## config.mk

```make
export PLATFORM = sky130hd
export DESIGN_NAME = nc_seq_ctrl_flat
export DESIGN_NICKNAME = d
export VERILOG_FILES = /design/src/rtl/nc_pkg.sv /design/src/rtl/nc_seq_ctrl_if.sv /design/src/rtl/nc_byte_timer.sv /design/src/rtl/nc_seq_ctrl.sv /design/src/flat_wrapper.sv
export SDC_FILE = /design/constraint.sdc
export NUM_CORES = 1
export LEC_CHECK = 0
export ABC_AREA = 0
export CAP_MARGIN = 20
export CORE_UTILIZATION = 48
export CTS_CLUSTER_SIZE = 30
export DETAILED_ROUTE_END_ITERATION = 10
export PLACE_DENSITY = 0.77
export SYNTH_ARGS = -nofsm -noshare
export SYNTH_HDL_FRONTEND = slang
export SYNTH_SLANG_ARGS = --single-unit
```

## constraint.sdc

```tcl
create_clock -name CLK -period 1.9 [get_ports CLK]
set_clock_uncertainty 0.1 [all_clocks]
set_input_delay 0.38 -clock CLK [delete_from_list [all_inputs] [get_ports CLK]]
set_output_delay 0.38 -clock CLK [all_outputs]
set_load 0.02 [all_outputs]
```

## src/rtl/nc_pkg.sv

```systemverilog
`default_nettype none
// +----------------------------------------------------------------------+
// | Module      : nc_pkg                                                  |
// | Description : Shared constants for the neural-chip command sequencer: |
// |               opcodes, FSM state encoding, result width, helpers.     |
// | Revision    : 1.0 - initial release                                   |
// +----------------------------------------------------------------------+
package nc_pkg;

  // Command opcodes received over the UART
  localparam logic [7:0] c_OP_LOAD_A = 8'hA1;
  localparam logic [7:0] c_OP_LOAD_B = 8'hB2;
  localparam logic [7:0] c_OP_RUN    = 8'hC3;

  // Width of one result word from the multiply array
  localparam int c_RES_W = 16;

  // Sequencer state encoding
  localparam logic [2:0] c_ST_IDLE    = 3'd0;
  localparam logic [2:0] c_ST_LOAD    = 3'd1;
  localparam logic [2:0] c_ST_START   = 3'd2;
  localparam logic [2:0] c_ST_WAIT    = 3'd3;
  localparam logic [2:0] c_ST_FETCH   = 3'd4;
  localparam logic [2:0] c_ST_SEND_HI = 3'd5;
  localparam logic [2:0] c_ST_SEND_LO = 3'd6;
  localparam logic [2:0] c_ST_DONE    = 3'd7;

  // Index width for an n x n array; never narrower than one bit
  function automatic int addr_w(input int n);
    return (n * n > 1) ? $clog2(n * n) : 1;
  endfunction

endpackage
`default_nettype wire

```

## src/rtl/nc_seq_ctrl_if.sv

```systemverilog
`default_nettype none
// +----------------------------------------------------------------------+
// | Module      : nc_seq_ctrl_if                                          |
// | Description : UART, operand-array, multiplier and status signals of   |
// |               the command sequencer, bundled with master/slave views. |
// | Revision    : 1.0 - initial release                                   |
// +----------------------------------------------------------------------+
interface nc_seq_ctrl_if #(
  parameter int N = 2
);
  localparam int AW = nc_pkg::addr_w(N);

  logic                       rx_valid;
  logic [7:0]                 rx_data;
  logic                       rx_error;
  logic                       arr_wr_en;
  logic                       arr_sel;
  logic [AW-1:0]              arr_addr;
  logic [7:0]                 arr_wdata;
  logic                       load_arr;
  logic                       mult_start;
  logic                       mult_done;
  logic [nc_pkg::c_RES_W-1:0] res_data;
  logic                       tx_valid;
  logic [7:0]                 tx_data;
  logic                       tx_ready;
  logic                       MULT_DONE;
  logic                       cmd_err;

  // Sequencer side
  modport master (
    input  rx_valid, rx_data, rx_error, mult_done, res_data, tx_ready,
    output arr_wr_en, arr_sel, arr_addr, arr_wdata, load_arr, mult_start,
           tx_valid, tx_data, MULT_DONE, cmd_err
  );

  // UART / array / multiplier side
  modport slave (
    output rx_valid, rx_data, rx_error, mult_done, res_data, tx_ready,
    input  arr_wr_en, arr_sel, arr_addr, arr_wdata, load_arr, mult_start,
           tx_valid, tx_data, MULT_DONE, cmd_err
  );

endinterface
`default_nettype wire

```

## src/rtl/nc_byte_timer.sv

```systemverilog
`default_nettype none
// +----------------------------------------------------------------------+
// | Module      : nc_byte_timer                                           |
// | Description : 24-bit inter-byte idle counter; flags expiry on the     |
// |               TIMEOUT-th consecutive enabled cycle without a clear.   |
// | Revision    : 1.0 - initial release                                   |
// +----------------------------------------------------------------------+
module nc_byte_timer #(
  parameter logic [23:0] TIMEOUT = 24'd10_000_000
) (
  input  wire logic CLK,
  input  wire logic RESET,
  input  wire logic i_clr,
  input  wire logic i_en,
  output logic      o_expire
);

  logic [23:0] r_count;

  // Count enabled idle cycles; a clear always wins over counting
  always_ff @(posedge CLK or negedge RESET) begin
    if (!RESET)      r_count <= '0;
    else if (i_clr)  r_count <= '0;
    else if (i_en)   r_count <= r_count + 24'd1;
  end

  assign o_expire = i_en && !i_clr && (r_count == TIMEOUT - 24'd1);

endmodule
`default_nettype wire

```

## src/rtl/nc_seq_ctrl.sv

```systemverilog
`default_nettype none
// +----------------------------------------------------------------------+
// | Module      : nc_seq_ctrl                                             |
// | Description : Opcode-framed command sequencer: loads operand arrays,  |
// |               launches the multiply, streams results over the UART.  |
// | Revision    : 1.0 - initial release                                   |
// +----------------------------------------------------------------------+
module nc_seq_ctrl #(
  parameter int          N       = 2,
  parameter logic [23:0] TIMEOUT = 24'd10_000_000
) (
  input wire logic      CLK,
  input wire logic      RESET,
  nc_seq_ctrl_if.master bus
);
  import nc_pkg::*;

  localparam int            AW     = addr_w(N);
  localparam logic [AW-1:0] c_LAST = AW'(N * N - 1);

  logic [2:0]    r_state, w_next_state;
  logic [AW-1:0] r_index, w_index_nxt;
  logic [7:0]    r_buf_lo;
  logic          r_done_d;

  logic          r_wr_en, r_sel, r_load_arr, r_mult_start;
  logic          r_tx_valid, r_mult_done, r_cmd_err;
  logic [AW-1:0] r_addr;
  logic [7:0]    r_wdata, r_tx_data;

  logic w_rx_byte, w_mult_rise, w_tx_hs, w_expire, w_is_op;
  logic w_wr_en, w_load_arr, w_mult_start, w_tx_valid, w_mult_done, w_cmd_err;

  // A received byte only counts when it is not flagged with a framing error
  assign w_rx_byte   = bus.rx_valid && !bus.rx_error;
  assign w_mult_rise = bus.mult_done && !r_done_d;
  assign w_tx_hs     = r_tx_valid && bus.tx_ready;
  assign w_is_op     = (bus.rx_data == c_OP_LOAD_A) || (bus.rx_data == c_OP_LOAD_B) ||
                       (bus.rx_data == c_OP_RUN);

  nc_byte_timer #(.TIMEOUT(TIMEOUT)) u_timer (
    .CLK      (CLK),
    .RESET    (RESET),
    .i_clr    ((r_state != c_ST_LOAD) || w_rx_byte),
    .i_en     (r_state == c_ST_LOAD),
    .o_expire (w_expire)
  );

  // State register
  always_ff @(posedge CLK or negedge RESET) begin
    if (!RESET) r_state <= c_ST_IDLE;
    else        r_state <= w_next_state;
  end

  // Next-state and index decode; a framing error aborts from any state
  always_comb begin
    w_next_state = r_state;
    w_index_nxt  = r_index;
    case (r_state)
      c_ST_IDLE: begin
        if (w_rx_byte) begin
          if (bus.rx_data == c_OP_LOAD_A || bus.rx_data == c_OP_LOAD_B) begin
            w_next_state = c_ST_LOAD;
            w_index_nxt  = '0;
          end else if (bus.rx_data == c_OP_RUN) begin
            w_next_state = c_ST_START;
          end
        end
      end
      c_ST_LOAD: begin
        if (w_rx_byte) begin
          if (r_index == c_LAST) begin
            w_next_state = c_ST_IDLE;
            w_index_nxt  = '0;
          end else begin
            w_index_nxt  = r_index + AW'(1);
          end
        end else if (w_expire) begin
          w_next_state = c_ST_IDLE;
        end
      end
      c_ST_START: w_next_state = c_ST_WAIT;
      c_ST_WAIT: begin
        if (w_mult_rise) begin
          w_next_state = c_ST_FETCH;
          w_index_nxt  = '0;
        end
      end
      c_ST_FETCH: w_next_state = c_ST_SEND_HI;
      c_ST_SEND_HI: begin
        if (w_tx_hs) w_next_state = c_ST_SEND_LO;
      end
      c_ST_SEND_LO: begin
        if (w_tx_hs) begin
          if (r_index < c_LAST) begin
            w_next_state = c_ST_FETCH;
            w_index_nxt  = r_index + AW'(1);
          end else begin
            w_next_state = c_ST_DONE;
          end
        end
      end
      c_ST_DONE: w_next_state = c_ST_IDLE;
      default:   w_next_state = c_ST_IDLE;
    endcase
    if (bus.rx_error) w_next_state = c_ST_IDLE;
  end

  // Next values of the registered outputs, derived from the upcoming state
  always_comb begin
    w_wr_en      = (r_state == c_ST_LOAD) && w_rx_byte;
    w_load_arr   = (w_next_state == c_ST_LOAD) || w_wr_en;
    w_mult_start = (w_next_state == c_ST_START);
    w_tx_valid   = (w_next_state == c_ST_SEND_HI) || (w_next_state == c_ST_SEND_LO);
    w_mult_done  = (w_next_state == c_ST_DONE);
    w_cmd_err    = bus.rx_error || w_expire ||
                   (bus.rx_valid && (r_state == c_ST_IDLE) && !w_is_op) ||
                   (bus.rx_valid && (r_state != c_ST_IDLE) && (r_state != c_ST_LOAD));
  end

  // Datapath and output registers
  always_ff @(posedge CLK or negedge RESET) begin
    if (!RESET) begin
      r_index      <= '0;
      r_buf_lo     <= '0;
      r_done_d     <= 1'b0;
      r_wr_en      <= 1'b0;
      r_sel        <= 1'b0;
      r_addr       <= '0;
      r_wdata      <= '0;
      r_load_arr   <= 1'b0;
      r_mult_start <= 1'b0;
      r_tx_valid   <= 1'b0;
      r_tx_data    <= '0;
      r_mult_done  <= 1'b0;
      r_cmd_err    <= 1'b0;
    end else begin
      r_index      <= w_index_nxt;
      r_done_d     <= bus.mult_done;
      r_wr_en      <= w_wr_en;
      r_load_arr   <= w_load_arr;
      r_mult_start <= w_mult_start;
      r_tx_valid   <= w_tx_valid;
      r_mult_done  <= w_mult_done;
      r_cmd_err    <= w_cmd_err;
      if ((r_state == c_ST_IDLE) && (w_next_state == c_ST_LOAD))
        r_sel <= (bus.rx_data == c_OP_LOAD_B);
      if (w_wr_en) begin
        r_addr  <= r_index;
        r_wdata <= bus.rx_data;
      end else if (w_next_state == c_ST_FETCH) begin
        r_addr  <= w_index_nxt;
      end
      // High byte goes straight to the transmitter, low byte waits its turn
      if (r_state == c_ST_FETCH) begin
        r_tx_data <= bus.res_data[c_RES_W-1:8];
        r_buf_lo  <= bus.res_data[7:0];
      end else if ((r_state == c_ST_SEND_HI) && (w_next_state == c_ST_SEND_LO)) begin
        r_tx_data <= r_buf_lo;
      end
    end
  end

  assign bus.arr_wr_en  = r_wr_en;
  assign bus.arr_sel    = r_sel;
  assign bus.arr_addr   = r_addr;
  assign bus.arr_wdata  = r_wdata;
  assign bus.load_arr   = r_load_arr;
  assign bus.mult_start = r_mult_start;
  assign bus.tx_valid   = r_tx_valid;
  assign bus.tx_data    = r_tx_data;
  assign bus.MULT_DONE  = r_mult_done;
  assign bus.cmd_err    = r_cmd_err;

endmodule
`default_nettype wire

```

## src/flat_wrapper.sv

```systemverilog
// flat-port wrapper written by rule: the top's interface ports become plain ports
module nc_seq_ctrl_flat import nc_pkg::*;
#(
  parameter int          N       = 2,
  parameter logic [23:0] TIMEOUT = 24'd10_000_000
)
  (CLK, RESET, bus_rx_valid, bus_rx_data, bus_rx_error, bus_mult_done, bus_res_data, bus_tx_ready, bus_arr_wr_en, bus_arr_sel, bus_arr_addr, bus_arr_wdata, bus_load_arr, bus_mult_start, bus_tx_valid, bus_tx_data, bus_MULT_DONE, bus_cmd_err);
  nc_seq_ctrl_if #(.N(N)) bus_i ();
  input wire logic CLK;
  input wire logic RESET;
  input wire logic [$bits(bus_i.rx_valid)-1:0] bus_rx_valid;
  input wire logic [$bits(bus_i.rx_data)-1:0] bus_rx_data;
  input wire logic [$bits(bus_i.rx_error)-1:0] bus_rx_error;
  input wire logic [$bits(bus_i.mult_done)-1:0] bus_mult_done;
  input wire logic [$bits(bus_i.res_data)-1:0] bus_res_data;
  input wire logic [$bits(bus_i.tx_ready)-1:0] bus_tx_ready;
  output wire logic [$bits(bus_i.arr_wr_en)-1:0] bus_arr_wr_en;
  output wire logic [$bits(bus_i.arr_sel)-1:0] bus_arr_sel;
  output wire logic [$bits(bus_i.arr_addr)-1:0] bus_arr_addr;
  output wire logic [$bits(bus_i.arr_wdata)-1:0] bus_arr_wdata;
  output wire logic [$bits(bus_i.load_arr)-1:0] bus_load_arr;
  output wire logic [$bits(bus_i.mult_start)-1:0] bus_mult_start;
  output wire logic [$bits(bus_i.tx_valid)-1:0] bus_tx_valid;
  output wire logic [$bits(bus_i.tx_data)-1:0] bus_tx_data;
  output wire logic [$bits(bus_i.MULT_DONE)-1:0] bus_MULT_DONE;
  output wire logic [$bits(bus_i.cmd_err)-1:0] bus_cmd_err;
  assign bus_i.rx_valid = bus_rx_valid;
  assign bus_i.rx_data = bus_rx_data;
  assign bus_i.rx_error = bus_rx_error;
  assign bus_i.mult_done = bus_mult_done;
  assign bus_i.res_data = bus_res_data;
  assign bus_i.tx_ready = bus_tx_ready;
  assign bus_arr_wr_en = bus_i.arr_wr_en;
  assign bus_arr_sel = bus_i.arr_sel;
  assign bus_arr_addr = bus_i.arr_addr;
  assign bus_arr_wdata = bus_i.arr_wdata;
  assign bus_load_arr = bus_i.load_arr;
  assign bus_mult_start = bus_i.mult_start;
  assign bus_tx_valid = bus_i.tx_valid;
  assign bus_tx_data = bus_i.tx_data;
  assign bus_MULT_DONE = bus_i.MULT_DONE;
  assign bus_cmd_err = bus_i.cmd_err;
  nc_seq_ctrl #(.N(N), .TIMEOUT(TIMEOUT)) u_core (.CLK(CLK), .RESET(RESET), .bus(bus_i));
endmodule
```

==> results of run 1 <==
[repair_timing]
action | 4_1_cts | 5_1_grt
hold buffers | 1 | 0
pin swaps | 15 | 11
hold endpoints to repair | 63 | 0
gates resized for setup | 49 | 19
setup buffers | 10 | 1
setup endpoints to repair | 13 | 10
[metal layers]
metal  share of wire, %  GRT usage (%)  vias to the layer above  routed length (um)
li1                   -              -                     1337                   -
met4                4.4          18.28                        0                 400
met2                 51          43.85                      112                4630
met3                5.0          7.213                       39                 448
met5                  0              0                        -                   0
met1                 39          29.87                     1436                3549
[logic make-up (layout without fill, tap and decap cells)]
logic type	Yosys count	in the layout
muxes	19	19
xor gates and xnor gates	21	21
adders and majority gates	4	4
buffers and inverters	27	152
and+or+nand+nor	139	139
AOI/OAI and AO/OA	38	38
DFF	63	63
[power groups by stage]
stage	Sequential [W]	Combinational, W	Clock, W
floorplan	0.00141	0.0000495	0
global placement	0.00140	0.000233	0
detailed placement	0.00140	0.000240	0
CTS	0.00137	0.000256	0.00123
global route	0.00137	0.000295	0.00131
finish	0.00137	0.000276	0.00122
[cell type report]
| type | instances | area share [%] |
|---|---|---|
| Clock buffer | 9 | 2.626 |
| Clock inverter | 7 | 1.724 |
| Inverter | 15 | 1.194 |
| Multi-Input combinational cell | 221 | 36.23 |
| Sequential cell | 63 | 33.45 |
| Tap cell | 77 | 2.042 |
| Timing Repair Buffer | 121 | 22.73 |
[through the flow]
step / TNS (ns) / cells / instance area (um2) / utilization (%) / total power [W]
6_report: -0.3049 / 513 / 4717 / 74.71 / 0.002865
5_1_grt: -0.6055 / 513 / 4717 / 74.71 / 0.002974
4_1_cts: 0 / 513 / 4614 / 73.09 / 0.002856
3_5_place_dp: -9.141 / 486 / 4198 / 66.49 / 0.001636
3_3_place_gp: -7.962 / 486 / 4198 / 66.49 / 0.001628
2_1_floorplan: -0.03286 / 311 / 3164 / - / 0.001463
[cells in the mapped netlist (2+ instances only)]
| master | number |
|---|---|
| mux2_2 | 8 |
| nor4_2 | 2 |
| nor2_1 | 36 |
| buf_1 | 2 |
| nor4b_1 | 2 |
| or3b_1 | 2 |
| clkbuf_1 | 6 |
| dfrtp_1 | 63 |
| a21oi_1 | 11 |
| xor2_1 | 10 |
| a311oi_1 | 2 |
| nor3_1 | 6 |
| nor2_2 | 2 |
| buf_2 | 3 |
| and3_1 | 9 |
| nor4_1 | 5 |
| or4b_1 | 2 |
| nor2b_1 | 3 |
| o21ai_0 | 5 |
| a31oi_1 | 3 |
| xnor2_1 | 11 |
| a2111oi_0 | 2 |
| and4b_1 | 2 |
| mux2i_1 | 11 |
| nand4_1 | 5 |
| nand3_1 | 13 |
| o31ai_1 | 2 |
| nand3b_1 | 3 |
| nand2b_1 | 4 |
| nand2_1 | 33 |
| ha_1 | 4 |
| a22o_1 | 2 |
| inv_1 | 15 |
[worst max-delay path, cell delays in order (launching register included)]
cell	delay [ns]
dfrtp_2	0.46
or4b_4	0.56
nor4_4	0.33
a311oi_4	0.11
a221oi_1	0.33
[cell usage in the layout (no fill, tap or decap), types with 5 or more instances in the layout]
cell / n
mux2_2: 8
nand3_1: 13
dlygate4sd2_1: 7
and3_1: 9
mux2i_1: 11
dfrtp_1: 62
xor2_1: 10
clkbuf_8: 9
xnor2_1: 11
nor2_1: 36
nand2_1: 32
clkdlybuf4s50_1: 40
o21ai_0: 5
inv_1: 13
nor4_4: 6
nand4_1: 5
buf_4: 59
a21oi_1: 9
[final timing paths]
check,from,end,slack [ns],cells after the start
min in group asynchronous,RESET,u_core.bus.arr_wdata[4],0.44,3
hold / removal,bus_mult_done,u_core.r_done_d,0.23,1
setup reg to reg,u_core.r_state[1],u_core.bus.arr_addr[1],-0.11,4
max in group asynchronous,RESET,u_core.r_state[1],0.94,3
hold reg to reg,u_core.bus.arr_wdata[1],u_core.bus.arr_wdata[1],0.38,2
setup / recovery,u_core.r_state[1],u_core.bus.arr_addr[1],-0.11,4
[sequential cells by signal (all words and copies together), names as in the netlist, 2 cells and up]
name                    count
u_core.bus.arr_addr         2
u_core.bus.arr_wdata        8
u_core.bus.tx_data          8
u_core.r_buf_lo             8
u_core.r_index              2
u_core.r_state              3
u_core.u_timer.r_count     24
==> impl_metrics.tcl, run 1 <==
set metrics [dict create \
    grt_max_degree 64 \
    synth_xor_area_share_pct 5.873 \
    maxCapViolations 0 \
    setup_viol 5 \
    dpl.hpwl_um 5296 \
    p_int_w 0.002117 \
    cts-buffers-inserted 9 \
    startpoint_type "flip-flop" \
    die_h_um 82.78 \
    firstDrtPassIters 4 \
    async_flop_share_pct 100.0 \
    swShare_pct 26.12 \
    drtIter0Drc 162 \
    fin_crit_sh_pct 105.8 \
    syn_inst 311 \
    ant_nets 0 \
    grt_pass1_vias 2923 \
    slew_headroom_pct 69.04 \
    comb_power_share_pct 9.6 \
    synth_compound_area_share_pct 8.430 \
    fmax_ghz 0.4975 \
    drive_gt1_share_pct 31.42 \
    start_util_pct 49.60 \
    die_w_um 82.78 \
    io_buffers 54 \
    crit_fanout 6 \
    place_ws_ns -0.6684 \
    cts_tree "built" \
    overflow 0 \
    status "finished, violations left" \
    synth_simple_gate_area_share_pct 23.77 \
    worst_ep_arrival_time_ns 2.15 \
    antenna_found_initial 0 \
    yosys-mux-area-fraction_pct 6.392 \
    fill_cells 394 \
    syn_area_um2 3132 \
    required_ns 2.04 \
    slew_violations 0 \
    synth_cell_types 55 \
    layout.nets 465 \
    yosys_warnings 0 \
    worstMarginPinSlew_ns 0.4608 \
    p_per_area_nw_per_um2 607.4 \
    via_per_inst 5.700 \
    ios 55 \
    worstHoldPathType "in -> reg" \
    synth_fp_nets 345 \
    area_growth_pct 50.62 \
    drt-total-wl_um 9028 \
    synth_area_per_cell_um2 10.07 \
    cts.reportedPaths.clkPinSlew_ns 0.08 \
    max-clock-path-buffers 2 \
    finalHoldViolations 0 \
    synth_top_family_by_area "simple AND/OR/NAND/NOR gates" \
    multi_input_area_um2 1709 \
    route.detailed.drc 0 \
    root_buffer "clkbuf_8" \
    clock_sinks 63 \
    core-area_um2 6314 \
    grtUsageTotal_pct 26.59 \
    synth-seq-cells 63 \
    seqCellArea_um2 1578 \
    hold_slack_ns 0.2324 \
    dieArea_um2 6852 \
    grt_pass1_wl_um 13320 \
    vdd_drop_max_mv 0.5322 \
    yosysTopAreaCell "dfrtp_1" \
    clk_latency_ns 0.36 \
    p_switching_w 0.0007483 \
    synth-main-ff-cell "dfrtp_1" \
    cts_max_level 3 \
    synth_adder_area_share_pct 1.598 \
    crit_type "reg -> reg" \
    synth_edf_count 0 \
    yosysSeqAreaShare_pct 50.34 \
    synth_top_area_share_pct 50.34 \
    vias 2924 \
    wl_per_cell_um 17.60 \
    final.min_clock_period_ns 2.010 \
    setup_ws_ns -0.1100 \
    end_kind "flip-flop" \
    seqPwrFrac_pct 47.8 \
    antenna_cells 0 \
    gp_congestion 0.9490 \
    clockPowerShare_pct 42.5 \
    p_leak_nw 2.133 \
    violations "negative setup slack" \
    rsz0062_at_grt "true" \
    yosys-top-cells-area "dfrtp_1, nor2_1, nand2_1" \
    std_cell_rows 29 \
]
(Power assumes the default switching activity.)
==> inputs of run 2 (changes only) <==
--- a/config.mk
+++ b/config.mk
@@ -7,6 +7,7 @@
 export LEC_CHECK = 0
 export ABC_AREA = 0
 export CAP_MARGIN = 20
+export CORE_MARGIN = 2
 export CORE_UTILIZATION = 48
 export CTS_CLUSTER_SIZE = 30
 export DETAILED_ROUTE_END_ITERATION = 10
==> run 2 against run 1 <==
Effect of this change:
- the flow still finishes with violations (negative setup slack)
- clock power increased by 9.8%
- register-to-register slack about the same
- worst setup slack improved by 0.012 ns
- utilization increased by 0.85 points
- power increased by 4.1%
- sequential share of layout area decreased by 0.38 points
- sequential power about the same
- critical path depth increased by 2
- worst hold slack improved by 0.0026 ns
- count of clock-buffer cells in the layout increased by 1
==> impl_metrics.tcl, run 2 (synthesis gave the netlist of run 1 again) <==
set metrics [dict create \
    status "finished, violations left" \
    violations "negative setup slack" \
    clockPowerShare_pct 45.1 \
    route.detailed.drc 0 \
    start_util_pct 49.60 \
    drtIter0Drc 157 \
    fin_crit_sh_pct 105.2 \
    startpoint_type "flip-flop" \
    dpl.hpwl_um 5290 \
    final.min_clock_period_ns 1.998 \
    path_common_cell "and4b_1" \
    wl_per_cell_um 16.71 \
    layout.nets 471 \
    hp-start "bus_mult_done" \
    critPathSlowestCell "or4b_4" \
    setup_viol 6 \
    grtUsageTotal_pct 24.91 \
    comb_power_share_pct 8.9 \
    ant_nets 0 \
    vdd_drop_max_mv 0.5192 \
    mostFrequentLayoutCells "buf_4, dfrtp_1, clkdlybuf4s50_1, nor2_1, nand2_1" \
    crit_fanout 4 \
    timing.rr.start "u_core.r_state[1]" \
    dieArea_um2 7187 \
    maxCapViolations 0 \
    end_kind "flip-flop" \
    worst-path-buf-inv 1 \
    cts_max_level 3 \
    antenna_cells 0 \
    worst_ep_arrival_time_ns 2.15 \
    gp_congestion 0.8607 \
    std_cell_rows 29 \
    p_int_w 0.002277 \
    required_ns 2.05 \
    seqPwrFrac_pct 46.0 \
    largest_reg_flops 24 \
    rsz0062_at_grt "true" \
    path_cells "buf_6, and4b_1, a22oi_2, or4b_4, and4b_1, o31ai_2" \
    top_register "u_core.u_timer.r_count" \
    slew_headroom_pct 68.79 \
    p_leak_nw 2.172 \
    worstMarginPinSlew_ns 0.4664 \
    grt_max_degree 26 \
    core-area_um2 6314 \
    drt-total-wl_um 8670 \
    io_buffers 54 \
    cts.reportedPaths.clkPinSlew_ns 0.07 \
    crit_family "simple AND/OR/NAND/NOR gates" \
    crit_type "reg -> reg" \
    setup_ws_ns -0.09818 \
    cts-buffers-inserted 9 \
    fill_cells 391 \
    swShare_pct 23.63 \
    max-clock-path-buffers 2 \
    drive_gt1_share_pct 31.67 \
    max_stage_delay_ns 0.48 \
    worstHoldPathType "in -> reg" \
    vias 2876 \
    clock_sinks 63 \
    layout_commonest_cell "buf_4" \
    grt_pass1_vias 3038 \
    area_growth_pct 52.34 \
    antenna_found_initial 0 \
    grt_pass1_wl_um 14040 \
    die_w_um 84.78 \
    fmax_ghz 0.5005 \
    via_per_inst 5.541 \
    setup_tns_ns -0.3449 \
    ios 55 \
    p_per_area_nw_per_um2 624.9 \
    overflow 0 \
    root_buffer "clkbuf_8" \
    p_switching_w 0.0007044 \
    cts_tree "built" \
    die_h_um 84.78 \
    finalHoldViolations 0 \
    slew_violations 0 \
    clk_latency_ns 0.35 \
    hold_slack_ns 0.2351 \
    firstDrtPassIters 4 \
    crit_start "u_core.r_state[1]" \
]
==> run 2: changes by cell type in the layout (fill, tap and decap cells not counted), sizes merged <==
| cell | before | now |
|---|---|---|
| bufinv | 1 | 2 |
| dlygate4sd2 | 7 | 9 |
| clkdlybuf4s50 | 40 | 42 |
| clkbuf | 9 | 10 |
| inv | 17 | 16 |
| buf | 70 | 73 |
| clkinv | 3 | 1 |
| dlymetal6s2s | 1 | 0 |
| clkinvlp | 1 | 2 |
==> run 2: metal layers <==
metal,up-vias,share of wire (%),global-route usage (%)
li1,1344,-,-
met1,1415,40,29.83
met2,96,52,42.38
met3,21,4.8,5.998
met4,0,2.6,11.54
met5,-,0,0
==> run 2: per-stage QoR <==
step | total power, W | worst slack [ns] | cell area [um2] | instances | utilization (%)
6_report | 0.002981 | -0.09818 | 4771 | 519 | 75.56
5_1_grt | 0.003084 | -0.1457 | 4771 | 519 | 75.56
4_1_cts | 0.002972 | -0.06755 | 4654 | 513 | 73.72
3_5_place_dp | 0.001632 | -0.6263 | 4213 | 488 | 66.73
3_3_place_gp | 0.001629 | -0.5981 | 4213 | 488 | 66.73
2_1_floorplan | 0.001463 | -0.01804 | 3164 | 311 | -
==> run 2: area by class of cell <==
type | instances | area [um2] | share of cell area, %
Clock buffer | 10 | 137.6 | 2.885
Sequential cell | 63 | 1578 | 33.07
Multi-Input combinational cell | 221 | 1690 | 35.43
Timing Repair Buffer | 127 | 1120 | 23.47
Clock inverter | 6 | 92.59 | 1.941
Inverter | 15 | 56.30 | 1.180
Tap cell | 77 | 96.34 | 2.019
==> run 2: worst paths after layout <==
check                                           to  slack [ns]  cells past startpoint
hold / removal                     u_core.r_done_d        0.24                      1
max in group asynchronous        u_core.r_state[0]        0.74                      3
setup reg to reg            u_core.bus.arr_addr[0]        -0.1                      6
setup / recovery            u_core.bus.arr_addr[0]        -0.1                      6
hold reg to reg            u_core.bus.arr_wdata[3]        0.39                      2
min in group asynchronous    u_core.bus.mult_start        0.39                      2
==> run 2: power by group through the flow <==
| stage | Sequential, W | Combinational [W] | Clock, W |
|---|---|---|---|
| after floorplan | 0.00141 | 0.0000495 | 0 |
| after detailed placement | 0.00140 | 0.000236 | 0 |
| after CTS | 0.00137 | 0.000253 | 0.00135 |
| after global placement | 0.00139 | 0.000234 | 0 |
| final | 0.00137 | 0.000265 | 0.00134 |
| after global routing | 0.00137 | 0.000286 | 0.00143 |
==> run 2: repair_timing <==
action	in CTS	in global routing
pin swaps	14	3
gates resized for setup	40	16
setup buffers	9	6
hold endpoints to repair	11	0
hold buffers	1	0
setup endpoints to repair	14	17
==> run 2: worst reg2reg max path, delay by kind of cell, from the launching register on <==
kind / cells / cell delay [ns]
simple gates: 3 / 0.88
flops: 1 / 0.44
compound gates: 2 / 0.34
buf+inv: 1 / 0.15
